--- src/rtl/ps2_key_serializer.sv ---
// PS/2 device serializer: key event -> set-2 bytes (E0/F0 prefixes) -> byte FIFO -> framed serial output.
// Events drop whole when the FIFO lacks room; a host-request receive path exists only with PS2SER_HOST_CMD_EN.
module ps2_key_serializer #(
    parameter int DEPTH       = 16,
    parameter int HALF_PERIOD = 1145,
    parameter int IDLE_GAP    = 1432
) (
    input  logic        clk,
    input  logic        reset,
    input  logic [10:0] ps2_key,
    input  logic        ps2_clk_in,
    input  logic        ps2_data_in,
    output logic        ps2_clk_out,
    output logic        ps2_data_out,
    output logic        busy,
    output logic        overflow,
    output logic        cmd_valid,
    output logic [7:0]  cmd_byte
);
    localparam int AW   = $clog2(DEPTH);
    localparam int LW   = AW + 1;
    localparam int MAXC = (IDLE_GAP > HALF_PERIOD) ? IDLE_GAP : HALF_PERIOD;
    localparam int CW   = ($clog2(MAXC + 1) > 11) ? $clog2(MAXC + 1) : 11;

    typedef enum logic [2:0] {
        IDLE, HOLDOFF, TX_HI, TX_LO
`ifdef PS2SER_HOST_CMD_EN
        , RX_HI, RX_LO
`endif
    } state_t;

    state_t         state_q, state_d;
    logic [CW-1:0]  cnt_q, cnt_d;
    logic [3:0]     bit_q, bit_d;
    logic           tog_q, evt_vld_q, overflow_q;
    logic [9:0]     evt_q;
    logic [7:0]     mem [DEPTH];
    logic [AW-1:0]  wr_q, rd_q;
    logic [LW-1:0]  lvl_q, lvl_d, free;
    logic           ext, rel, push_ok, tx_done, pop_fifo, phase_end, rep_vld;
    logic [1:0]     need;
    logic [7:0]     code, tx_byte, rep_head;
    logic [7:0]     pb [3];
    logic [10:0]    frame;

    assign ext     = evt_q[8];
    assign rel     = ~evt_q[9];
    assign code    = evt_q[7:0];
    assign need    = 2'd1 + {1'b0, ext} + {1'b0, rel};
    // free space is judged on the level before any same-cycle pop
    assign free    = LW'(DEPTH) - lvl_q;
    assign push_ok = evt_vld_q && (free >= LW'(need));
    assign pb[0]   = ext ? 8'hE0 : (rel ? 8'hF0 : code);
    assign pb[1]   = (ext && rel) ? 8'hF0 : code;
    assign pb[2]   = code;
    assign lvl_d   = lvl_q + (push_ok ? LW'(need) : LW'(0)) - LW'(pop_fifo);

    always_ff @(posedge clk) begin
        if (reset) begin
            tog_q      <= ps2_key[10];
            evt_vld_q  <= 1'b0;
            evt_q      <= '0;
            overflow_q <= 1'b0;
            wr_q       <= '0;
            rd_q       <= '0;
            lvl_q      <= '0;
        end else begin
            tog_q      <= ps2_key[10];
            evt_vld_q  <= ps2_key[10] ^ tog_q;
            evt_q      <= ps2_key[9:0];
            overflow_q <= evt_vld_q && !push_ok;
            if (push_ok)
                wr_q <= wr_q + AW'(need);
            if (pop_fifo)
                rd_q <= rd_q + AW'(1);
            lvl_q      <= lvl_d;
        end
    end

    always_ff @(posedge clk) begin
        if (push_ok)
            for (int k = 0; k < 3; k++)
                if (k < int'(need))
                    mem[wr_q + AW'(k)] <= pb[k];
    end

    assign tx_byte   = rep_vld ? rep_head : mem[rd_q];
    assign frame     = {1'b1, ~^tx_byte, tx_byte, 1'b0};
    assign phase_end = (cnt_q == CW'(HALF_PERIOD - 1));
    assign pop_fifo  = tx_done && !rep_vld;

`ifdef PS2SER_HOST_CMD_EN
    logic [7:0]    rep_q [2];
    logic [1:0]    rep_n_q;
    logic [8:0]    rx_sr_q;
    logic [7:0]    cmd_byte_q;
    logic          cmd_valid_q, rx_done, rts_cond, rts_hit;
    logic [CW-1:0] rts_q;

    assign rep_vld   = (rep_n_q != 2'd0);
    assign rep_head  = rep_q[0];
    assign rts_cond  = (state_q == IDLE || state_q == HOLDOFF) && ps2_clk_in && !ps2_data_in;
    assign rts_hit   = rts_cond && (rts_q == CW'(HALF_PERIOD - 1));
    assign cmd_valid = cmd_valid_q;
    assign cmd_byte  = cmd_byte_q;

    always_ff @(posedge clk) begin
        if (reset) begin
            rep_q[0]    <= 8'h00;
            rep_q[1]    <= 8'h00;
            rep_n_q     <= 2'd0;
            rx_sr_q     <= '0;
            cmd_byte_q  <= 8'h00;
            cmd_valid_q <= 1'b0;
            rts_q       <= '0;
        end else begin
            rts_q       <= rts_cond ? rts_q + CW'(1) : '0;
            cmd_valid_q <= rx_done;
            if (state_q == RX_HI && phase_end && bit_q < 4'd9)
                rx_sr_q <= {ps2_data_in, rx_sr_q[8:1]};
            if (rx_done) begin
                cmd_byte_q <= rx_sr_q[7:0];
                rep_n_q    <= 2'd1;
                if (!(^rx_sr_q)) begin
                    rep_q[0] <= 8'hFE;
                end else if (rx_sr_q[7:0] == 8'hEE) begin
                    rep_q[0] <= 8'hEE;
                end else if (rx_sr_q[7:0] == 8'hFF) begin
                    rep_q[0] <= 8'hFA;
                    rep_q[1] <= 8'hAA;
                    rep_n_q  <= 2'd2;
                end else begin
                    rep_q[0] <= 8'hFA;
                end
            end else if (tx_done && rep_vld) begin
                rep_q[0] <= rep_q[1];
                rep_n_q  <= rep_n_q - 2'd1;
            end
        end
    end
`else
    assign rep_vld   = 1'b0;
    assign rep_head  = 8'h00;
    assign cmd_valid = 1'b0;
    assign cmd_byte  = 8'h00;
`endif

    always_ff @(posedge clk) begin
        if (reset) begin
            state_q <= IDLE;
            cnt_q   <= '0;
            bit_q   <= '0;
        end else begin
            state_q <= state_d;
            cnt_q   <= cnt_d;
            bit_q   <= bit_d;
        end
    end

    always_comb begin
        state_d = state_q;
        cnt_d   = cnt_q + CW'(1);
        bit_d   = bit_q;
        tx_done = 1'b0;
`ifdef PS2SER_HOST_CMD_EN
        rx_done = 1'b0;
`endif
        case (state_q)
            IDLE: begin
                cnt_d = '0;
                if (lvl_q != '0 || rep_vld)
                    state_d = HOLDOFF;
            end
            HOLDOFF: begin
                if (!(ps2_clk_in && ps2_data_in)) begin
                    cnt_d = '0;
                end else if (cnt_q == CW'(IDLE_GAP - 1)) begin
                    state_d = TX_HI;
                    cnt_d   = '0;
                end
            end
            TX_HI: begin
                if (phase_end) begin
                    cnt_d = '0;
                    // host holding the clock low means inhibit: abandon and resend the whole byte
                    if (!ps2_clk_in) begin
                        state_d = HOLDOFF;
                        bit_d   = '0;
                    end else begin
                        state_d = TX_LO;
                    end
                end
            end
            TX_LO: begin
                if (phase_end) begin
                    cnt_d = '0;
                    if (bit_q == 4'd10) begin
                        state_d = IDLE;
                        bit_d   = '0;
                        tx_done = 1'b1;
                    end else begin
                        state_d = TX_HI;
                        bit_d   = bit_q + 4'd1;
                    end
                end
            end
`ifdef PS2SER_HOST_CMD_EN
            RX_HI: begin
                if (phase_end) begin
                    cnt_d   = '0;
                    state_d = RX_LO;
                end
            end
            RX_LO: begin
                if (phase_end) begin
                    cnt_d = '0;
                    if (bit_q == 4'd10) begin
                        state_d = IDLE;
                        bit_d   = '0;
                        rx_done = 1'b1;
                    end else begin
                        state_d = RX_HI;
                        bit_d   = bit_q + 4'd1;
                    end
                end
            end
`endif
            default: state_d = IDLE;
        endcase
`ifdef PS2SER_HOST_CMD_EN
        if (rts_hit) begin
            state_d = RX_HI;
            cnt_d   = '0;
            bit_d   = '0;
        end
`endif
    end

    always_comb begin
        ps2_clk_out  = 1'b1;
        ps2_data_out = 1'b1;
        case (state_q)
            TX_HI: ps2_data_out = frame[bit_q];
            TX_LO: begin
                ps2_clk_out  = 1'b0;
                ps2_data_out = frame[bit_q];
            end
`ifdef PS2SER_HOST_CMD_EN
            RX_HI: ps2_data_out = (bit_q != 4'd10);
            RX_LO: begin
                ps2_clk_out  = 1'b0;
                ps2_data_out = (bit_q != 4'd10);
            end
`endif
            default: ;
        endcase
    end

    assign busy     = (lvl_q != '0) || (state_q != IDLE) || rep_vld;
    assign overflow = overflow_q;

endmodule

--- config.mk ---
export PLATFORM = sky130hd
export DESIGN_NAME = ps2_key_serializer
export DESIGN_NICKNAME = d
export VERILOG_FILES = /design/src/rtl/ps2_key_serializer.sv
export SDC_FILE = /design/constraint.sdc
export NUM_CORES = 1
export LEC_CHECK = 0
export CAP_MARGIN = 10
export CORE_MARGIN = 2
export CORE_UTILIZATION = 45
export DETAILED_ROUTE_END_ITERATION = 7
export PLACE_DENSITY = 0.69
export SYNTH_ARGS = -nofsm -noshare
export SYNTH_HDL_FRONTEND = slang
export SYNTH_SLANG_ARGS = --single-unit
--- constraint.sdc ---
create_clock -name clk -period 3.88 [get_ports clk]
set_clock_uncertainty 0.2 [all_clocks]
set_input_delay 0.776 -clock clk [delete_from_list [all_inputs] [get_ports clk]]
set_output_delay 0.776 -clock clk [all_outputs]
set_load 0.02 [all_outputs]
==> impl_metrics.tcl <==
set metrics [dict create \
    timing.hold.ws_ns 0.267 \
    cts_htree_levels 4 \
    grt_max_degree 41 \
    endpoint_kind "output port" \
    cts_tree "done" \
    p_leak_uw 0.00368 \
    remaining_drc_errors 0 \
    routed_wl_mm 23.4 \
    synth.area.top_cells "edfxtp_1 41%, dfxtp_1 10%, mux4_2 7.0%" \
    fin_crit_ns 3.84 \
    dp_hpwl_mm 16.1 \
    seq_area_frac_synth_pct 51.4 \
    start_kind "flip-flop" \
    power_density_nw_per_um2 470 \
    synth_cell_types 69 \
    hold_path.class "reg2reg" \
    r2r_cells 17 \
    crit_fanout 5 \
    clk_latency_ns 0.44 \
    dieArea_sq_um 21800 \
    fmax_mhz 260 \
    ys_seq_elements 175 \
    die_y_um 148 \
    grt.total_usage_pct 22.0 \
    initial_core_util_pct 46.0 \
    gr-total-overflow 0 \
    core_sq_um 20200 \
    hold_viol_final 0 \
    cts_num_sinks 175 \
    clk_pin_slew_worst_paths_ns 0.08 \
    drv_cap 0 \
    clock_path_buffers 2 \
    tns_ns 0 \
    rsz0062_at_grt "true" \
    final_common_cell "edfxtp_1" \
    finalSetupViolCount 0 \
    crit_arrival_ns 2.87 \
    fin_util_pct 53.8 \
    grt_antenna_before_repair 0 \
    path_class "reg2out" \
    status "completed" \
    io_buffers 18 \
    pin_count 28 \
    drive_above_1_share_pct 19.3 \
    required_ns 2.90 \
    root_buffer "clkbuf_16" \
    gp_congestion 0.974 \
    yosys_warnings 0 \
    dieWidth_um 148 \
    ir_worst_vdd_v 0.000327 \
    layout.nets 887 \
    numCtsBuffers 17 \
    relSlewSlack_pct 33.1 \
    syn_avg_cell_area_sq_um 11.7 \
    synthFlopType "edfxtp_1" \
    num_vias 6676 \
    mostFrequentLayoutCells "128 x edfxtp_1, 51 x buf_4, 43 x dfxtp_1" \
    placed_cells 1083 \
    syn2layout_area_growth_pct 17.1 \
    synth_edf_count 128 \
    viasPerCell 5.90 \
    ant_nets 0 \
    dr.pass1.iters 5 \
    grt_pass1_wl_mm 36.3 \
    fin_cells 1131 \
    wl_per_cell_um 20.7 \
    syn_area_sq_um 9310 \
    synth.top_cell.area_share_pct 41.3 \
    n_antenna_cell 0 \
    hold_depth 1 \
    first_global_vias 6285 \
    finalPower_uw 5120 \
    ys_async_sr_fraction_pct 0 \
    rows 52 \
    drtIter0Drc 700 \
    slew_violations 0 \
    fin_crit_sh_pct 99.1 \
    tightest_slew_ns 1.00 \
    r2r_slack_ns 0.32 \
    syn_inst 793 \
    yosys.area.top_type "edfxtp_1" \
]
-- per-layer routing --
metal / vias to the layer above / track usage (%) / part of all wire (%) / wire length [um]
met5: - / 0 / 0 / 0
met4: 0 / 7.57 / 2.9 / 673
met3: 49 / 5.03 / 8.3 / 1950
met2: 319 / 34.2 / 46 / 10800
met1: 3251 / 30.5 / 43 / 9980
li1: 3057 / - / - / -
-- stage by stage --
step	instance area (sq um)	setup WS, ns
global placement	9970	0.126
floorplan	9340	0.380
detailed placement	9970	0.0962
global route	10900	-0.0897
CTS	10800	-0.0170
finish	10900	0.0362
-- repair_timing --
| item | 4_1_cts | 5_1_grt |
|---|---|---|
| buffers inserted | 10 | 7 |
| pin swaps | 7 | 19 |
| cloned | 1 | 0 |
| setup endpoints to repair | 1 | 2 |
| gates resized for setup | 21 | 22 |
| hold buffers | 0 | 0 |
-- registers in the layout (all words and copies together) (netlist names), named ones only --
name / count
bit_q: 4
cnt_q: 11
evt_q: 10
evt_vld_q: 1
lvl_q: 5
mem: 128
overflow: 1
rd_q: 4
state_q: 2
tog_q: 1
wr_q: 4
-- critical path: stages (launching register included) --
cell and delay, ns:
dfxtp_4 0.39, buf_12 0.13, buf_6 0.11, mux4_2 0.56, a22oi_2 0.26, nand2_2 0.11, xnor2_2 0.15, xnor2_1 0.20
xnor2_1 0.10, a211o_1 0.29, buf_6 0.14
-- Yosys cell counts (all sizes together) (2+ instances only) --
library cell,n
nor2,39
edfxtp,128
nand3b,2
xor2,13
nor3b,25
clkinv,2
a211oi,3
nor4,5
nand2,44
o21bai,4
a221oi,2
inv,25
xnor2,19
or3,25
a41oi,2
a22oi,14
o32a,4
a21o,4
and2,35
nor2b,25
clkbuf,32
o31ai,2
o21ai,26
nand4,14
nor3,22
nand3,16
dfxtp,47
mux2i,22
fa,2
or2,6
o221ai,4
a21oi,35
mux4,31
nand2b,29
o21a,6
buf,20
a311oi,6
ha,22
o311a,2
a31oi,13
o221a,2
-- power by group --
group | switching (uW) | total [uW] | internal, uW
Combinational | 625 | 1060 | 436
Clock | 816 | 1800 | 985
Sequential | 97.2 | 2260 | 2160
Total | 1540 | 5120 | 3580
-- worst paths after layout --
| kind | start | end |
|---|---|---|
| worst min-delay path | cnt_q[0]$_SDFF_PP0_ | cnt_q[0]$_SDFF_PP0_ |
| worst max-delay path | flip-flop | ps2_data_out |
| worst min register to register | cnt_q[0]$_SDFF_PP0_ | cnt_q[0]$_SDFF_PP0_ |
| worst max register to register | evt_q[8]$_SDFF_PP0_ | lvl_q[4]$_SDFF_PP0_ |
-- layout make-up --
cell class | count | area (sq um)
Inverter | 27 | 101
Multi-Input combinational cell | 547 | 4300
Clock buffer | 17 | 425
Timing Repair Buffer | 80 | 739
Clock inverter | 15 | 193
Sequential cell | 175 | 4790
Fill cell | 1680 | 9340
Tap cell | 270 | 338
-- kinds of logic (layout without fill, tap and decap cells) --
group / count (synthesis) / after routing / synth area share [%]
xor gates and xnor gates: 33 / 33 / 3.33
DFF: 175 / 175 / 51.4
adders and majority gates: 24 / 24 / 3.39
other: 1 / 9 / 0.0403
muxes: 54 / 54 / 10.1
AOI/OAI and AO/OA: 135 / 135 / 9.76
and+or+nand+nor: 292 / 292 / 18.0
buffers and inverters: 79 / 139 / 3.97
(Power assumes the default switching activity.)
